`src/rtl/tmds_encoder.sv`:
```
// DVI TMDS encoder: expands BPC-bit RGB to 8 bits and emits three 10-bit
// symbols per pixel clock through a fixed two-stage pipeline.
module tmds_encoder #(
    parameter int BPC = 5
) (
    input  logic           clk_pix,
    input  logic           rst_pix,
    input  logic           de,
    input  logic           hsync,
    input  logic           vsync,
    input  logic [BPC-1:0] r,
    input  logic [BPC-1:0] g,
    input  logic [BPC-1:0] b,
    output logic [9:0]     tmds_ch0,
    output logic [9:0]     tmds_ch1,
    output logic [9:0]     tmds_ch2
);

    localparam logic [9:0] CTL_00 = 10'b1101010100;
    localparam logic [9:0] CTL_01 = 10'b0010101011;
    localparam logic [9:0] CTL_10 = 10'b0101010100;
    localparam logic [9:0] CTL_11 = 10'b1010101011;

    logic [7:0] r8, g8, b8;

    generate
        if (BPC == 8) begin : g_pass
            assign r8 = r;
            assign g8 = g;
            assign b8 = b;
        end else begin : g_rep
            assign r8 = {r, r[BPC-1 -: 8-BPC]};
            assign g8 = {g, g[BPC-1 -: 8-BPC]};
            assign b8 = {b, b[BPC-1 -: 8-BPC]};
        end
    endgenerate

    function automatic logic [3:0] ones8(input logic [7:0] v);
        logic [3:0] n;
        n = 4'd0;
        for (int i = 0; i < 8; i++) begin
            n = n + {3'd0, v[i]};
        end
        return n;
    endfunction

    // Transition minimisation: choose XOR or XNOR chaining, flagged in q_m[8].
    function automatic logic [8:0] tm_stage1(input logic [7:0] d);
        logic [3:0] n;
        logic       use_xnor;
        logic [8:0] q;
        n        = ones8(d);
        use_xnor = (n > 4'd4) || ((n == 4'd4) && !d[0]);
        q        = 9'd0;
        q[0]     = d[0];
        for (int i = 1; i < 8; i++) begin
            q[i] = use_xnor ? ~(q[i-1] ^ d[i]) : (q[i-1] ^ d[i]);
        end
        q[8] = ~use_xnor;
        return q;
    endfunction

    // Returns {next_cnt[4:0], symbol[9:0]}; all sums are 6-bit two's complement.
    function automatic logic [14:0] tm_stage2(input logic [8:0] qm, input logic [4:0] cnt);
        logic [3:0] n1, n0;
        logic [5:0] diff, cnt6, nxt;
        logic [9:0] sym;
        n1   = ones8(qm[7:0]);
        n0   = 4'd8 - n1;
        diff = {2'b00, n1} - {2'b00, n0};
        cnt6 = {cnt[4], cnt};
        if ((cnt == 5'd0) || (n1 == n0)) begin
            sym = {~qm[8], qm[8], qm[8] ? qm[7:0] : ~qm[7:0]};
            nxt = qm[8] ? (cnt6 + diff) : (cnt6 - diff);
        end else if ((!cnt[4] && (n1 > n0)) || (cnt[4] && (n0 > n1))) begin
            sym = {1'b1, qm[8], ~qm[7:0]};
            nxt = cnt6 + {4'd0, qm[8], 1'b0} - diff;
        end else begin
            sym = {1'b0, qm[8], qm[7:0]};
            nxt = cnt6 - {4'd0, ~qm[8], 1'b0} + diff;
        end
        return {nxt[4:0], sym};
    endfunction

    logic [8:0] qm_r_q, qm_r_d, qm_g_q, qm_g_d, qm_b_q, qm_b_d;
    logic       de_s1_q, de_s1_d, hs_s1_q, hs_s1_d, vs_s1_q, vs_s1_d;
    logic [9:0] ch0_q, ch0_d, ch1_q, ch1_d, ch2_q, ch2_d;
    logic [4:0] cnt0_q, cnt0_d, cnt1_q, cnt1_d, cnt2_q, cnt2_d;

    always_comb begin
        qm_r_d  = tm_stage1(r8);
        qm_g_d  = tm_stage1(g8);
        qm_b_d  = tm_stage1(b8);
        de_s1_d = de;
        hs_s1_d = hsync;
        vs_s1_d = vsync;
    end

    always_comb begin
        cnt0_d = 5'd0;
        cnt1_d = 5'd0;
        cnt2_d = 5'd0;
        ch0_d  = CTL_00;
        ch1_d  = CTL_00;
        ch2_d  = CTL_00;
        if (de_s1_q) begin
            {cnt0_d, ch0_d} = tm_stage2(qm_b_q, cnt0_q);
            {cnt1_d, ch1_d} = tm_stage2(qm_g_q, cnt1_q);
            {cnt2_d, ch2_d} = tm_stage2(qm_r_q, cnt2_q);
        end else begin
            // Only the blue lane carries sync during blanking.
            case ({vs_s1_q, hs_s1_q})
                2'b00:   ch0_d = CTL_00;
                2'b01:   ch0_d = CTL_01;
                2'b10:   ch0_d = CTL_10;
                default: ch0_d = CTL_11;
            endcase
        end
    end

    always_ff @(posedge clk_pix or negedge rst_pix) begin
        if (!rst_pix) begin
            qm_r_q  <= 9'd0;
            qm_g_q  <= 9'd0;
            qm_b_q  <= 9'd0;
            de_s1_q <= 1'b0;
            hs_s1_q <= 1'b0;
            vs_s1_q <= 1'b0;
            ch0_q   <= CTL_00;
            ch1_q   <= CTL_00;
            ch2_q   <= CTL_00;
            cnt0_q  <= 5'd0;
            cnt1_q  <= 5'd0;
            cnt2_q  <= 5'd0;
        end else begin
            qm_r_q  <= qm_r_d;
            qm_g_q  <= qm_g_d;
            qm_b_q  <= qm_b_d;
            de_s1_q <= de_s1_d;
            hs_s1_q <= hs_s1_d;
            vs_s1_q <= vs_s1_d;
            ch0_q   <= ch0_d;
            ch1_q   <= ch1_d;
            ch2_q   <= ch2_d;
            cnt0_q  <= cnt0_d;
            cnt1_q  <= cnt1_d;
            cnt2_q  <= cnt2_d;
        end
    end

    assign tmds_ch0 = ch0_q;
    assign tmds_ch1 = ch1_q;
    assign tmds_ch2 = ch2_q;

endmodule
```
`config.mk`:
```
export PLATFORM = sky130hd
export DESIGN_NAME = tmds_encoder
export DESIGN_NICKNAME = d
export VERILOG_FILES = /design/src/rtl/tmds_encoder.sv
export SDC_FILE = /design/constraint.sdc
export NUM_CORES = 1
export LEC_CHECK = 0
export CORE_MARGIN = 2
export CORE_UTILIZATION = 54
export DETAILED_ROUTE_END_ITERATION = 6
export PLACE_DENSITY = 0.78
export SLEW_MARGIN = 20
export SYNTH_ARGS = -nofsm -noshare
export SYNTH_HDL_FRONTEND = slang
export SYNTH_SLANG_ARGS = --single-unit
```
`constraint.sdc`:
```
create_clock -name clk_pix -period 5.6 [get_ports clk_pix]
set_input_delay 1.12 -clock clk_pix [delete_from_list [all_inputs] [get_ports clk_pix]]
set_output_delay 1.12 -clock clk_pix [all_outputs]
set_load 0.005 [all_outputs]
```
[Word level (Yosys, flattened, before mapping)]
Cells that the tools add are included.
Storage, ports and cells
  output and inout bits: 30
  logic and storage cells: 220
  input port bits: 20
  register bits: 75
Operators by class
  bitwise logic cells: 51
  multiplexer cells: 46
  order comparisons: 9
  reduce and logical (&&, ||, !) cells: 28
  eq/ne operators: 8
  add/sub/neg operators: 66
Operators with widths (count)
  4-bit by 1-bit adder with 4-bit output: 24
  10-bit 2-to-1 mux: 9
  5-bit 2-to-1 mux: 12
  5-bit adder: 6
  10-bit one-hot mux with 3 select lines: 1
  5-bit subtractor: 6
  1-bit inverter: 27
  3-bit by 1-bit adder with 4-bit output: 6
  4-bit > comparator: 6
  8-bit 2-to-1 mux: 3
  8-bit inverter: 3
  1-bit 2-to-1 mux: 21
  1-bit bitwise XOR: 21
  2-bit by 1-bit adder with 3-bit output: 6
  5-bit by 3-bit adder with 5-bit output: 3
  5-bit zero test: 3
  4-bit by 4-bit subtractor with 5-bit output: 3
  5-bit by 3-bit subtractor with 5-bit output: 3
  1-bit by 1-bit adder with 2-bit output: 6
  4-bit by 3-bit == test with 1-bit output (second input constant): 3
  4-bit == test: 3
  4-bit by 3-bit > comparator with 1-bit output (second input constant): 3
  4-bit subtractor (first input constant): 3
  1-bit logical AND: 9
  other kinds (5): 18

[Longest topological paths before layout]
Gate-level depths: netlist of run 1.
  depth after elaboration: 29
  depth in mapped cells: 22

[Least setup slack after synthesis of run 1]
No wires, ideal clock.
  path type: register -> register
  from: register qm_b_q[0]
  to: register cnt0_q[4]
  setup time: 139 ps
  required time: 5461 ps
  arrival: 5481 ps
  path slack: -20 ps
  cell stages (with the launch flop): 22
  cell sequence: dfrtp_1 inv_1 fa_1 fa_1 fa_1 inv_1 ha_1 inv_1 fa_1 nor2b_2 inv_1 ha_1 nor2_1 mux2i_1 o221ai_2 xor2_1 ha_1 a21o_1 xor2_1 o211a_1 and3_1 or4_1
On the way
  word-level cells in the longest chain between the ends: 14
RTL lines
  from (decl): RTL line 85  | logic [8:0] qm_r_q, qm_r_d, qm_g_q, qm_g_d, qm_b_q, qm_b_d;
  from (signal assigned): RTL line 138  | qm_b_q <= qm_b_d;
  1-bit by 1-bit adder with 2-bit output (*): RTL line 42  | n = n + {3'd0, v[i]};
  2-bit by 1-bit adder with 3-bit output (*): RTL line 42
  3-bit by 1-bit adder with 4-bit output (*): RTL line 42
  4-bit by 1-bit adder with 4-bit output (*) (4 in series): RTL line 42
  parallel branches: the longest is 5 deep, another holds 4-bit by 4-bit subtractor with 5-bit output
  5-bit 2-to-1 mux (*): RTL line 72  | if ((cnt == 5'd0) || (n1 == n0)) begin
  5-bit 2-to-1 mux (*): RTL line 106  | if (de_s1_q) begin
  via cnt0_d[4]: RTL line 88  | logic [4:0] cnt0_q, cnt0_d, cnt1_q, cnt1_d, cnt2_q, cnt2_d;
  to (signal assigned): RTL line 145  | cnt0_q <= cnt0_d;
  to (decl): RTL line 88
Mark *: on every way through the listed nets, which the timed path passes.

[Worst setup path after layout of run 1]
Same ends and word-level chain as after synthesis.

==> impl_metrics.py, run 1 <==
metrics = {
    "setup_path": {
        "arrival_ns": 5.70,
        "cp-end-kind": "flip-flop",
        "cp_slowest_stage_delay_ns": 0.55,
        "required_ns": 5.85,
        "cp_max_fo": 4,
        "crit_chain": "inv_2 > fa_1 > fa_1 > fa_1 > inv_1 > ha_2 > inv_2 > fa_2 > nor2b_4 > inv_2 > ha_4 > nor2_4 > mux2i_4 > o221ai_2 > xor2_2 > ha_1 > a21o_1 > xor2_1 > o211a_1 > and3_1 > or4_1",
        "cp-start-kind": "flip-flop",
        "path_buf_inv": 4,
        "crit_type": "flip-flop to flip-flop",
        "cpMaxStageDelayCell": "fa_1",
        "path_delay_family": "adder cells",
    },
    "placement": {
        "dpl_cell_area_sq_mm": 0.00672,
        "place.gp.congestion": 0.944,
        "portBuffers": 49,
        "place_inst": 810,
        "preCtsSetupSlack_ns": -0.0341,
        "hpwl_um": 9130,
    },
    "synth": {
        "synth_nets": 729,
        "synth_top_area_share_pct": 25.2,
        "yosysWarnings": 0,
        "synth_top_flop_cell": "dfrtp_1",
        "yosysMostFrequentCell": "inv_1",
        "synth_cells": 615,
        "ys_ff_latch": 75,
        "yosys.area.top_type": "dfrtp_1",
        "synth_fa_ha_area_share_pct": 23.5,
        "synth_compound_area_share_pct": 12.4,
        "netlist_area_sq_mm": 0.00596,
        "syn_avg_cell_area_sq_um": 9.70,
        "yosys-top-cells-count": "106 x inv_1, 64 x ha_1, 60 x dfrtp_1, 60 x xnor2_1, 41 x nor2_1",
        "netlist-cell-type-count": 63,
        "synth-edff-count": 0,
        "synth-simple-area-share_pct": 9.88,
        "muxShareOfSynthArea_pct": 2.08,
        "synth-xor-area-share_pct": 12.4,
        "synth.area.top_cells": "dfrtp_1 25%, ha_1 13%, fa_1 10%",
        "yosysSeqAreaShare_pct": 31.8,
        "synth-async-reset-ratio_pct": 100,
        "synth_top_family_by_area": "adder cells",
    },
    "cells_and_area": {
        "insertedDiodeCount": 0,
        "area_growth_pct": 19.5,
        "fin_area_sq_mm": 0.00713,
        "stdcell_count": 835,
        "seqCellArea_sq_mm": 0.00190,
        "multi_input_area_sq_mm": 0.00372,
        "fillerInstances": 824,
        "drive_above_1_share_pct": 14.1,
        "nets": 804,
    },
    "detailed_routing": {
        "dr.pass1.iters": 6,
        "dr_total_vias": 4483,
        "drt_iter0_drc": 240,
        "post-route-drc-count": 0,
        "wl_um": 12500,
        "ant_nets": 0,
        "routed_via_density": 5.37,
        "wl_per_cell_um": 14.9,
    },
    "clock_tree": {
        "cts-root-buf": "clkbuf_8",
        "ctsHoldBuffers": 0,
        "clk_path_buf_depth": 2,
        "cts_tree": "yes",
        "cts_max_level": 3,
        "path_clk_slew_ns": 0.08,
        "clk_latency_ns": 0.38,
        "cts.sink_count": 75,
        "cts_buffers": 9,
    },
    "timing": {
        "post-route-period-util_pct": 97.3,
        "final_hold_viol_count": 0,
        "fmaxAchievable_mhz": 184,
        "fin_crit_ns": 5.45,
        "setup_viol": 0,
        "fin_ws_ns": 0.151,
        "rsz0062_at_grt": "yes",
        "slew_violations": 0,
        "hold_ws_ns": 0.494,
        "tightest_slew_ns": 0.931,
        "final.setup_skew_ns": 0.0135,
        "slew_headroom_pct": 37.9,
    },
    "floorplanning": {
        "fp.dieW_um": 109,
        "start_util_pct": 55.3,
        "ios": 50,
        "coreArea_sq_mm": 0.0108,
        "dieArea_sq_mm": 0.0119,
        "die_h_um": 109,
        "placementRows": 38,
    },
    "grt": {
        "grt_pass1_vias": 4625,
        "grt_max_degree": 76,
        "antenna_found_initial": 0,
        "grt_remaining_overflow": 0,
        "grt_pass1_wl_um": 21000,
        "grt_usage_pct": 22.6,
    },
    "run_status": {
        "status": "complete, no violations",
    },
    "min_path": {
        "hp-class": "flip-flop to flip-flop",
    },
    "run": {
        "drv_cap": 0,
    },
}
## layer usage
metal | up-vias | part of all wire [%] | track usage (%)
met4 | 0 | 2.1 | 7.33
li1 | 2153 | - | -
met1 | 2176 | 41 | 26.7
met5 | - | 0 | 0
met3 | 23 | 4.4 | 4.60
met2 | 131 | 53 | 40.9
## through the flow
stage,setup TNS (ns),util (%)
2_1_floorplan,0,-
3_3_place_gp,0,62.2
3_5_place_dp,-0.0640,62.2
4_1_cts,0,64.5
5_1_grt,-0.0300,66.0
6_report,0,66.0
## layout by cell type, fill, tap and decap left out, drive strengths merged, types with 3 or more instances in the layout
master / instances
a21o: 14
a211oi: 7
ha: 64
nand2: 29
a211o: 3
o211ai: 3
and2: 5
xnor2: 61
or4: 4
clkinv: 3
o22ai: 6
xor2: 22
inv: 109
or2: 4
a21oi: 30
clkdlybuf4s50: 48
mux2: 3
dfrtp: 60
o21ai: 21
nor2b: 6
buf: 30
or3b: 3
dfstp: 15
a2111oi: 4
clkbuf: 9
nand3: 7
or3: 5
o211a: 3
and3: 3
nor2: 42
fa: 30
a31oi: 4
mux2i: 9
## worst paths after layout
| path | startpoint | end | slack, ns | depth (start not counted) |
|---|---|---|---|---|
| hold reg to reg | cnt1_q[0] | cnt1_q[0] | 0.49 | 1 |
| setup / recovery | qm_b_q[0] | cnt0_q[4] | 0.15 | 21 |
| max in group asynchronous | rst_pix | cnt1_q[4] | 4.10 | 1 |
| setup reg to reg | qm_b_q[0] | cnt0_q[4] | 0.15 | 21 |
| min in group asynchronous | rst_pix | tmds_ch0[7] | 0.87 | 1 |
| hold / removal | cnt1_q[0] | cnt1_q[0] | 0.49 | 1 |
## flip-flops by register name (all words and copies together) (netlist names)
name and count:
hs_s1_q 1, tmds_ch2 10, cnt1_q 5, cnt0_q 5, qm_b_q 9, cnt2_q 5
vs_s1_q 1, tmds_ch0 10, tmds_ch1 10, qm_g_q 9, qm_r_q 9, de_s1_q 1
## area by class of cell
class                           count  area share (%)
Sequential cell                    75            26.6
Multi-Input combinational cell    418            52.2
Clock inverter                      7            1.39
Clock buffer                        9            1.74
Tap cell                          140            2.46
Timing Repair Buffer               78            9.90
Inverter                          108            5.69
## kinds of logic (layout without fill, tap and decap cells)
| family | Yosys count | after routing |
|---|---|---|
| buf+inv | 122 | 202 |
| fa+ha+maj | 94 | 94 |
| flops | 75 | 75 |
| xor+xnor | 83 | 83 |
| compound gates | 111 | 111 |
| mux | 12 | 12 |
| simple gates | 118 | 118 |
## worst register-to-register path: stages (launching register included)
cell      delay (ns)
dfrtp_1         0.38
inv_2           0.05
fa_1            0.55
fa_1            0.44
fa_1            0.44
inv_1           0.07
ha_2            0.18
inv_2           0.04
fa_2            0.52
nor2b_4         0.19
inv_2           0.07
ha_4            0.24
nor2_4          0.10
mux2i_4         0.08
o221ai_2        0.25
xor2_2          0.24
ha_1            0.29
a21o_1          0.19
xor2_1          0.14
o211a_1         0.22
and3_1          0.16
or4_1           0.49
## what timing repair did
item                       4_1_cts  5_1_grt
resized for setup                5       20
setup buffers                    0        9
pin swaps                        0        5
setup endpoints to repair        2        5
Power of run 1 is left out: the tool's default activity adds up to more than one toggle a clock period on the data nets, which glitch-free logic cannot reach.
==> run 2: changes to the inputs <==
- CORE_UTILIZATION: 54 -> 46
- PLACE_DENSITY: 0.78 -> 0.68
==> run 2 against run 1 <==
Register-to-register slack got worse by 0.07 ns; critical path depth did not move; first-iteration DRC count fell by 8.8%; maximum frequency fell by 1.2%; die area rose by 17%; sequential share of layout area fell by 0.25 points; highest routed layer unchanged.
==> impl_metrics.py, run 2 (same netlist as run 1, synthesis figures left out) <==
metrics = {
    "clock_tree": {
        "clk_path_buf_depth": 2,
        "cts.sink_count": 75,
        "cts-root-buf": "clkbuf_16",
        "cts_tree": "yes",
        "clk_latency_ns": 0.34,
        "cts_buffers": 9,
        "ctsHoldBuffers": 0,
        "path_clk_slew_ns": 0.06,
        "cts_max_level": 3,
    },
    "cells_and_area": {
        "area_growth_pct": 20.6,
        "drive_above_1_share_pct": 13.3,
        "nets": 803,
        "insertedDiodeCount": 0,
        "mostFrequentLayoutCells": "102 x inv_1, 62 x ha_1, 60 x xnor2_1, 60 x dfrtp_1, 48 x clkdlybuf4s50_1",
        "finish.utilization_pct": 57.0,
        "mostFrequentLayoutCell": "inv_1",
        "stdcell_count": 866,
    },
    "detailed_routing": {
        "met1_length_um": 5260,
        "wl_um": 12100,
        "dr_total_vias": 4422,
        "drt_iter0_drc": 219,
        "wl_met3_um": 487,
        "top_layer_used": "met4",
        "wl_met2_um": 6130,
        "wl_per_cell_um": 13.9,
        "routed_via_density": 5.11,
        "dr.pass1.iters": 5,
        "post-route-drc-count": 0,
        "ant_nets": 0,
    },
    "timing": {
        "slew_headroom_pct": 38.4,
        "fmaxAchievable_mhz": 181,
        "hold_ws_ns": 0.488,
        "fin_setup_tns_ns": 0,
        "final.setup_skew_ns": 0.00852,
        "slew_violations": 0,
        "final_hold_viol_count": 0,
        "post-route-period-util_pct": 98.5,
        "rsz0062_at_grt": "yes",
        "setup_viol": 0,
        "fin_crit_ns": 5.52,
        "tightest_slew_ns": 0.924,
    },
    "setup_path": {
        "cp-end-kind": "flip-flop",
        "path_buf_inv": 4,
        "crit_chain": "inv_2 > fa_1 > fa_1 > fa_1 > inv_1 > ha_2 > inv_2 > fa_2 > nor2b_4 > inv_2 > ha_4 > nor2_4 > mux2i_2 > o221ai_2 > xor2_2 > ha_1 > a21o_1 > xor2_1 > o211a_1 > and3_1 > or4_1",
        "cp-start-kind": "flip-flop",
        "crit_type": "flip-flop to flip-flop",
        "cpMaxStageDelayCell": "fa_2",
        "startpoint": "qm_b_q[0]",
        "cp_slowest_stage_delay_ns": 0.57,
        "path_delay_family": "adder cells",
        "cp_max_fo": 6,
        "r2r-end": "cnt0_q[4]",
        "reg2reg_setup_slack_ns": 0.08,
        "r2r.worst_path.cells": 21,
        "required_ns": 5.81,
        "rr_startpoint": "qm_b_q[0]",
        "arrival_ns": 5.72,
    },
    "min_path": {
        "whs_endpoint": "cnt1_q[0]",
        "hold_start": "cnt1_q[0]",
        "hp-class": "flip-flop to flip-flop",
        "min_path_cells": 1,
    },
    "grt": {
        "grt_usage_pct": 18.2,
        "grt_pass1_vias": 4506,
        "grt_max_degree": 76,
        "grt_remaining_overflow": 0,
        "grt_pass1_wl_um": 20500,
        "antenna_found_initial": 0,
    },
    "run_status": {
        "status": "complete, no violations",
    },
    "placement": {
        "place.gp.congestion": 0.908,
        "hpwl_um": 9020,
        "portBuffers": 49,
        "place_inst": 842,
    },
    "floorplanning": {
        "start_util_pct": 47.3,
        "ios": 50,
        "die_h_um": 118,
        "coreArea_sq_mm": 0.0126,
        "placementRows": 41,
        "fp.dieW_um": 118,
        "dieArea_sq_mm": 0.0139,
    },
    "run": {
        "drv_cap": 0,
    },
}
[run 2: changes by cell type in the layout (fill, tap and decap cells not counted), moves of 2 or more]
cell       before  now
a2111oi_1       0    2
a21oi_2         3    1
ha_1           60   62
clkbuf_16       0    9
ha_4            3    1
inv_6           2    0
clkbuf_8        9    1
clkbuf_1        0    2
a21oi_1        27   29
[run 2: area by class of cell]
cell class                 count  area [sq um]
tap                          172           215
inverter                     108           405
sequential                    75          1900
clock inverter                 4          51.3
multi-input combinational    418          3680
fill                        1120          5430
clock buffer                  12           246
timing repair buffer          77           698
[run 2: worst max path at each step]
stage,end,depth (start not counted),slack [ns]
after floorplan,cnt0_q[4],21,0.05
after global placement,cnt0_q[4],21,0.17
after detailed placement,cnt2_q[4],20,-0.02
after CTS,cnt0_q[4],21,0.05
after global routing,cnt0_q[4],21,-0.10
final,cnt0_q[4],21,0.08
[run 2: metal layers]
metal | track usage (%) | up-vias
met4 | 6.40 | 0
met5 | 0 | -
met1 | 21.5 | 2148
met2 | 32.1 | 105
li1 | - | 2153
met3 | 4.26 | 16
[run 2: timing repair]
action                     4_1_cts  5_1_grt
pin swaps                        1       14
buffers inserted                 1        7
setup endpoints to repair        2        3
gates resized for setup          1       22
[run 2: through the flow]
step / setup slack [ns] / area (sq um)
final: 0.0833 / 7190
after CTS: 0.0528 / 7060
after global routing: -0.104 / 7190
after floorplan: 0.0523 / 5970
after detailed placement: -0.0166 / 6760
after global placement: 0.172 / 6760
Power of run 2 is left out for the same reason.
